==> src/rtl/mips_mem_pkg.sv <==
// mips_mem_pkg: shared state encoding and memory constants for the MIPS memory responder.
package mips_mem_pkg;
  typedef enum logic [1:0] {IDLE, LOAD, RELEASE, RUN} state_t;
  localparam int RAM_DEPTH = 256;
  localparam logic [7:0] IO_ADDR_DEFAULT = 8'hFF;
endpackage

==> src/rtl/mem_array_256x8.sv <==
// mem_array_256x8: unreset RAM with one clocked write port and one combinational read port.
module mem_array_256x8 #(
  parameter int ADDR_W = 8,
  parameter int DATA_W = 8
) (
  input  logic              clk,
  input  logic              we,
  input  logic [ADDR_W-1:0] wa,
  input  logic [DATA_W-1:0] wd,
  input  logic [ADDR_W-1:0] ra,
  output logic [DATA_W-1:0] rd
);
  logic [DATA_W-1:0] mem [2**ADDR_W];

  always_ff @(posedge clk)
    if (we) mem[wa] <= wd;

  assign rd = mem[ra];
endmodule

==> src/rtl/mips_mem_responder.sv <==
// mips_mem_responder: boot-loaded unified RAM for the multicycle MIPS core, with an IO output register.
import mips_mem_pkg::*;

module mips_mem_responder #(
  parameter int                ADDR_W         = 8,
  parameter int                DATA_W         = 8,
  parameter logic [ADDR_W-1:0] IO_ADDR        = IO_ADDR_DEFAULT,
  parameter int                RELEASE_CYCLES = 2
) (
  input  logic              clk,
  input  logic              reset,
  input  logic              memread,
  input  logic              memwrite,
  input  logic [ADDR_W-1:0] adr,
  input  logic [DATA_W-1:0] writedata,
  output logic [DATA_W-1:0] memdata,
  output logic              cpu_reset,
  input  logic              load_start,
  input  logic [ADDR_W-1:0] load_len,
  input  logic              load_valid,
  input  logic [DATA_W-1:0] load_data,
  output logic              load_ready,
  output logic              load_done,
  output logic [DATA_W-1:0] io_out,
  output logic              io_strobe
);
  state_t            state;
  logic [ADDR_W-1:0] ptr;
  logic [ADDR_W:0]   remaining;
  logic [3:0]        rel_cnt;
  logic              load_acc, cpu_we, we;
  logic [ADDR_W-1:0] wa;
  logic [DATA_W-1:0] wd, rd;

  // load_ready is high exactly while in LOAD, so it doubles as the loader's write enable gate
  assign load_acc = load_valid && load_ready;
  assign cpu_we   = (state == RUN) && memwrite;
  assign we       = load_acc || cpu_we;
  assign wa       = load_acc ? ptr : adr;
  assign wd       = load_acc ? load_data : writedata;
  assign memdata  = (state == RUN && memread) ? rd : '0;

  mem_array_256x8 #(.ADDR_W(ADDR_W), .DATA_W(DATA_W)) u_mem (
    .clk(clk),
    .we (we),
    .wa (wa),
    .wd (wd),
    .ra (adr),
    .rd (rd)
  );

  always_ff @(posedge clk)
    if (reset) begin
      state      <= IDLE;
      ptr        <= '0;
      remaining  <= '0;
      rel_cnt    <= '0;
      cpu_reset  <= 1'b1;
      load_ready <= 1'b0;
      load_done  <= 1'b0;
      io_out     <= '0;
      io_strobe  <= 1'b0;
    end else begin
      load_done <= 1'b0;
      io_strobe <= cpu_we && adr == IO_ADDR;
      if (cpu_we && adr == IO_ADDR) io_out <= writedata;
      case (state)
        IDLE, RUN:
          if (load_start) begin
            state      <= LOAD;
            ptr        <= '0;
            remaining  <= {~|load_len, load_len};
            cpu_reset  <= 1'b1;
            load_ready <= 1'b1;
          end
        LOAD:
          if (load_acc) begin
            ptr       <= ptr + 1'b1;
            remaining <= remaining - 1'b1;
            if (remaining == (ADDR_W+1)'(1)) begin
              state      <= RELEASE;
              rel_cnt    <= 4'(RELEASE_CYCLES);
              load_ready <= 1'b0;
            end
          end
        RELEASE:
          if (rel_cnt == 4'd1) begin
            state     <= RUN;
            cpu_reset <= 1'b0;
            load_done <= 1'b1;
          end else rel_cnt <= rel_cnt - 1'b1;
        default: ;
      endcase
    end
endmodule

==> config.mk <==
export PLATFORM = sky130hd
export DESIGN_NAME = mips_mem_responder
export DESIGN_NICKNAME = d
export VERILOG_FILES = /design/src/rtl/mips_mem_pkg.sv /design/src/rtl/mem_array_256x8.sv /design/src/rtl/mips_mem_responder.sv
export SDC_FILE = /design/constraint.sdc
export NUM_CORES = 2
export LEC_CHECK = 0
export ABC_AREA = 1
export CAP_MARGIN = 30
export CORE_UTILIZATION = 57
export DETAILED_ROUTE_END_ITERATION = 10
export PLACE_DENSITY = 0.73
export SLEW_MARGIN = 0
export SYNTH_ARGS = -nofsm -noshare
export SYNTH_HDL_FRONTEND = slang
export SYNTH_SLANG_ARGS = --single-unit
==> constraint.sdc <==
create_clock -name clk -period 18.8 [get_ports clk]
set_clock_uncertainty 0.15 [all_clocks]
set_input_delay 3.76 -clock clk [delete_from_list [all_inputs] [get_ports clk]]
set_output_delay 3.76 -clock clk [all_outputs]
set_load 0.005 [all_outputs]
# Word level (Yosys, flattened, before mapping)
# Memories as Yosys holds them, arrays and structs flattened.
# Index checks and enable logic that the tools add are counted.
[word_totals]
wordCells = 70
input_bits = 38
regBits = 35
ramBits = 2048
latch_bits = 0
n_memories = 1
output_inout_bits = 20
rom_bits = 0
[memory_table]
columns = ["name", "words", "width", "read_ports", "rd_clocked_by_memory_dff", "wr", "line_no", "text"]
rows = [
  ["u_mem.mem", 256, 8, 1, 0, 1, "mem_array_256x8.sv:13", "logic [DATA_W-1:0] mem [2**ADDR_W];"],
]
[op_classes]
add_sub_neg = 3
n_div = 0
eq_ne = 11
order_cmp = 0
mux = 27
reduce_logical = 18
n_shift = 0
mul = 0
bitwise_logic = 1
[op_table]
columns = ["operator", "count"]
rows = [
  ["$mux W8", 5],
  ["$mux W9", 2],
  ["$pmux W9 S2", 1],
  ["$pmux W8 S2", 1],
  ["$mux W4", 3],
  ["$reduce_and A4 Y1", 3],
  ["$ne A2 B2 Y1 const B", 5],
  ["$eq A9 B1 Y1 const B", 1],
  ["$sub A9 B1 Y9 const B", 1],
  ["$add A8 B1 Y8 const B", 1],
  ["$eq A8 B8 Y1 const B", 1],
  ["$mux W2", 4],
  ["$pmux W4 S2", 1],
  ["$reduce_or A8 Y1", 1],
  ["$mux W1", 7],
  ["$pmux W2 S3", 1],
  ["$reduce_and A3 Y1", 2],
  ["$reduce_bool A2 Y1", 3],
  ["$eq A2 B2 Y1 const B", 2],
  ["$eq A4 B1 Y1 const B", 1],
  ["$logic_and A1 B1 Y1", 4],
  ["$pmux W1 S2", 2],
  ["$reduce_or A2 Y1", 2],
  ["$sub A4 B1 Y4 const B", 1],
  ["other kinds (5)", 5],
]

# Depth between registers and ports, before layout
[depth]
word_depth = 5
depth_mapped = 21
ltp_nobuf = 17

# Hierarchy
# A second synthesis with hierarchy kept.
[unflattened]
hier_cells = 7332
hier_area_um2 = 85378.1
[modules_own_cells]
columns = ["module", "instances", "area_each_um2", "seq_area_each_um2", "cells_per_inst"]
rows = [
  ["mem_array_256x8", 1, 83236.1, 61499.0, 6995],
  ["mips_mem_responder", 1, 2142.1, 700.7, 337],
]

# Worst setup path after synthesis
# Ideal clock, no wire load.
[synth_path]
path_type = "input port to flip-flop"
from = "input load_valid"
to = "memory u_mem.mem[0][0], data pin"
path_buffers = 1
path_stages = 4
t_arrival_ns = 14.133
slack_ns = 2.328
required_time_ns = 16.461
setup_time_ns = 2.189
path_cell_list = "nand2_1 -> inv_2 -> clkbuf_1 -> o21ai_0"
[synth_between]
elab_chain_len = 2
[synth_lines]
columns = ["element", "line_no", "text"]
rows = [
  ["start: declaration", "mips_mem_responder.sv:20", "input logic load_valid,"],
  ["$logic_and A1 B1 Y1", "mips_mem_responder.sv:36", "assign load_acc = load_valid && load_ready;"],
  ["$mux W8", "mips_mem_responder.sv:40", "assign wd = load_acc ? load_data : writedata;"],
  ["net u_mem.wd[0]", "mem_array_256x8.sv:9", "input logic [DATA_W-1:0] wd,"],
  ["end: declaration", "mem_array_256x8.sv:13", ""],
]
# The timed path passes the listed nets, and every way through them passes these cells.

# Worst setup path after layout
[layout_path]
from = "input adr[0]"
to = "output memdata[7]"
[layout_between]
elab_chain_len = 2
[layout_lines]
columns = ["element", "line_no", "text"]
rows = [
  ["start: declaration", "mips_mem_responder.sv:14", "input logic [ADDR_W-1:0] adr,"],
  ["$mem_v2 Z256 W8", "n/a", ""],
  ["$mux W8", "mips_mem_responder.sv:41", "assign memdata = (state == RUN && memread) ? rd : '0;"],
  ["end: declaration", "mips_mem_responder.sv:16", "output logic [DATA_W-1:0] memdata,"],
]
# No other way between the ends.

==> results.md <==
- The flow ran to the end, but the final reports show violations.
- The final reports fail on DRC.
- Among the stages of the critical path, the cell type that occurs most often is nand2_1.
- After global routing the overflow that remains totals 0.
- Of the post-synthesis cell area, the dominant cell type holds between 60 and 70%.
- Across the VDD grid, the largest voltage drop is roughly 0.00015 V.
- Prior to clock tree synthesis, the placed netlist has a worst setup slack of slightly below 6 ns.
- Setup repair after global routing left no endpoint under its margin.
- The max-slew violation count is 0.
- The initial antenna violation count came to 5.
- With fillers left out, the area of the finished cells amounts to 0.0976 sq mm.
- The transition time at the pin with the least slew margin is between 1 and 1.5 ns.
- The CTS H-tree depth is 4.
- nand2_1 is the most common cell in the netlist.
- The worst-case hold slack is 0.308 ns.
- Global routing used 30.3% of the available tracks across all layers.
- Dividing the detail-routed via count by the number of cells gives around 5.8.
- The TritonCTS clock tree is yes.
- In this run the tightest slew margin relative to its limit is between 10% and 20%.
- The number of port buffers is 57.
- The signal on the critical path passes through buf_8 -> buf_12 -> buf_12 -> buf_4 -> o21ai_0 -> o21ai_1 -> nand2_1 -> nand2_1 -> inv_1 -> a21oi_1 -> nor2_1 -> nand2_1 -> nand3_1 -> a21oi_1 -> clkdlybuf4s50_1.
- The number of distinct library cells after synthesis is 35.
- The element type at the critical path start is an input port.
- Each instance of the synthesized netlist takes up on average approximately 10 sq um.
- The number of top-level pins is between 50 and 60.
- For this configuration, the core starts out at a cell density of between 50% and 60%.
- Counting every sink on the clock net gives 2083.
- The first-pass GRT wire length is around 360 mm.
- The number of endpoints with negative hold slack in the final report is 0.
- The die is around 400 um tall.
- Setup violations remaining at the end of the flow were counted as 0.
- The area overhead of the layout relative to synthesis is 9.67%.
- The minimum clock period after layout is about 13 ns.
- The setup fix buffers added after clock tree synthesis is 0.
- CTS placed an instance of clkbuf_16 at the clock tree root.
- The main flop type after synthesis is edfxtp_1.
- The final setup TNS is 0 ns.
- The placeable core region is between 0.15 and 0.2 sq mm.
- Counting flops and latches in the post-synthesis netlist gives about 2.1k.
- The number of gates given a new drive strength after cts is 0.
- Static timing analysis puts the maximum clock frequency at 0.0748 GHz.
- After detailed placement, the total cell area comes to 0.0908 sq mm.
- The proportion of register bits with asynchronous set or reset after synthesis is 0%.
- The endpoint required time on the critical path is 14.89 ns.
- The via count of the first global-routing pass is between 50k and 60k.
- Counting along the longest clock path gives a buffer depth of 3.
- The post-route DRC violation count is 2.
- The tool flagged a number of max-cap violations equal to 0.
- The static leakage power is around 38 nW.
- Once routing completed, OpenROAD measured the worst setup slack at 5.43 ns.
- The number of nets in the synthesized netlist is 8532.
- The placer's final routability congestion estimate is 0.912.
- STA classifies the critical path endpoint as an output port.
- The number of buffers inserted during clock tree synthesis is a little over 200.
- Of all cell types, the one taking the most synthesized area is edfxtp_1.
- The highest cell delay on the worst timing path is a little under 0.9 ns.
- The family with the most delay on the worst path is buffers and inverters.
- Among all stages on the critical path, the largest delay is contributed by a21oi_1.
- Sorting the synthesized cells by how often they occur yields 2410 x nand2_1, 2048 x edfxtp_1, 1181 x nor2_1.
- The count of nets left with antenna violations once routing finished came out at 0.
- The number of warnings printed during yosys synthesis is 0.
- Yosys attributes the largest share of cell area to edfxtp_1 69%, nand2_1 10%, nor2_1 5.0%.
- Of the available clock period, the critical path in the final layout requires a little under three quarters.
- The detailed-routing iteration count for the pre-antenna-repair pass is 11.
- Summed over all nets, the half-perimeter wirelength after detailed placement is about 130 mm.
- The number of buffers and inverters on the critical path is 6.
- The die outline area is about 0.16 sq mm.
- Entering global routing, the biggest net connects approximately 250 pins.
- STA puts the critical path data arrival time at ~9.5 ns.
- The post-synthesis instance total is 8485.
- In this run, synthesis inferred approximately 2k flip-flops with an integrated enable.
- The fraction of the yosys area taken by sequential cells is a little over two thirds.
- The row count is 144.
- Counting the fill cells in the layout gives approximately 12k.
- The die is between 300 and 400 um wide.
- In this run the worst path has a maximum fanout of ~180.
- The share of final-layout standard cells stronger than drive strength 1 is 5.00%.
- The count of hold buffers inserted by post-cts repair is 0.
- The detailed-route wire length is approximately 240 mm.
- The start-to-end type of the worst setup path is in2out.
- Summing over every cut layer, the via total after detailed routing is a little over 60k.
- Power spread over the standard cell area amounts to approximately 110 mW/mm^2.
- In the final design database the tool counted 8421 nets.
- The min-delay analysis places its worst path in the category reg2reg.
- The mapped cell area is around 0.089 sq mm.
- The clock-pin slew on the worst setup and hold paths is 0.06 ns.
- The flop-to-flop setup slack is 14.15 ns.
- The worst-skew pair later-pin latency is about 0.88 ns.
- The detailed-route wire length per cell is 22.6 um.
- After the first detailed-routing iteration, the DRC count stood at 8721.
## worst paths after layout
path	startpoint	endpoint	cells past startpoint
worst max-delay path	adr[0]	memdata[7]	15
worst min-delay path	ptr[7]$_SDFFE_PP0P_	ptr[7]$_SDFFE_PP0P_	1
worst max register to register	load_ready$_SDFFE_PP0P_	u_mem.mem[83][5]$_DFFE_PP_	6
worst min register to register	ptr[7]$_SDFFE_PP0P_	ptr[7]$_SDFFE_PP0P_	1
## state kept, by name (all words and copies together) (netlist names)
name	flops
cpu_reset	1
io_out	8
io_strobe	1
load_done	1
load_ready	1
ptr	8
rel_cnt	4
remaining	9
state	2
u_mem.mem	2048
## layout make-up
cell class	count	area, sq um	area share, %
diodes	2	5.00	0.00513
clock buffers	238	5230	5.36
clock inverters	136	1420	1.45
inverters	888	3370	3.46
multi-input cells	5046	21200	21.8
flip-flops and latches	2083	62200	63.8
well taps	2044	2560	2.62
repair buffers	151	1530	1.57
## placed cells by master, fill, tap and decap left out, types with 3 or more instances in the layout
cell type	instances
buf_6	3
buf_4	75
nor2_1	1179
inv_16	8
nor3_1	7
o21ai_1	27
inv_2	4
clkinv_16	5
clkbuf_1	34
ha_1	9
inv_4	3
nand2_2	5
buf_12	13
o211ai_1	102
clkinv_8	3
nand3_1	716
clkinv_2	48
dfxtp_1	35
nand2_1	2405
a21oi_1	117
or2_2	10
o21ai_0	442
edfxtp_1	2048
inv_1	877
o21ai_4	8
buf_16	4
clkbuf_16	204
clkinvlp_4	6
bufinv_16	21
clkdlybuf4s50_1	53
clkinv_1	48
## worst reg2reg max path, delay by kind of cell, from the launching register on
kind | cells | cell delay [ns]
buf+inv | 4 | 2.36
compound gates | 1 | 0.79
simple gates | 1 | 0.55
flops | 1 | 0.33
## where the power goes
part	leakage [nW]	internal [W]	switching, W
Combinational	15.7	0.000219	0.000923
Clock	3.25	0.00229	0.00178
Sequential	18.7	0.00540	0.0000165
## cells by family (layout without fill, tap and decap cells)
kind of cell,Yosys count,after routing,share of synthesized area [%]
AOI/OAI and AO/OA,705,705,4.28
xor gates and xnor gates,2,2,0.0197
adders and majority gates,9,9,0.127
buffers and inverters,1356,1413,6.32
DFF,2083,2083,69.9
other,0,2,0
and+or+nand+nor,4330,4330,19.3
## layer usage
| metal | vias to the layer above | track usage, % | share of wire (%) |
|---|---|---|---|
| met1 | 29064 | 42.1 | 39 |
| met3 | 600 | 6.75 | 12 |
| li1 | 27772 | - | - |
| met5 | - | 0 | 0.012 |
| met4 | 6 | 13.4 | 4.6 |
| met2 | 3623 | 46.1 | 45 |
## metrics by stage
step	power (W)	cells	utilization, %
final	0.0106	10588	63.2
after global routing	0.0109	10586	63.2
after CTS	0.0106	10580	63.1
after detailed placement	0.00663	10206	58.8
after global placement	0.00660	10197	58.7
after floorplan	0.00637	8485	-
No activity file was read; power rests on OpenSTA's default activity.
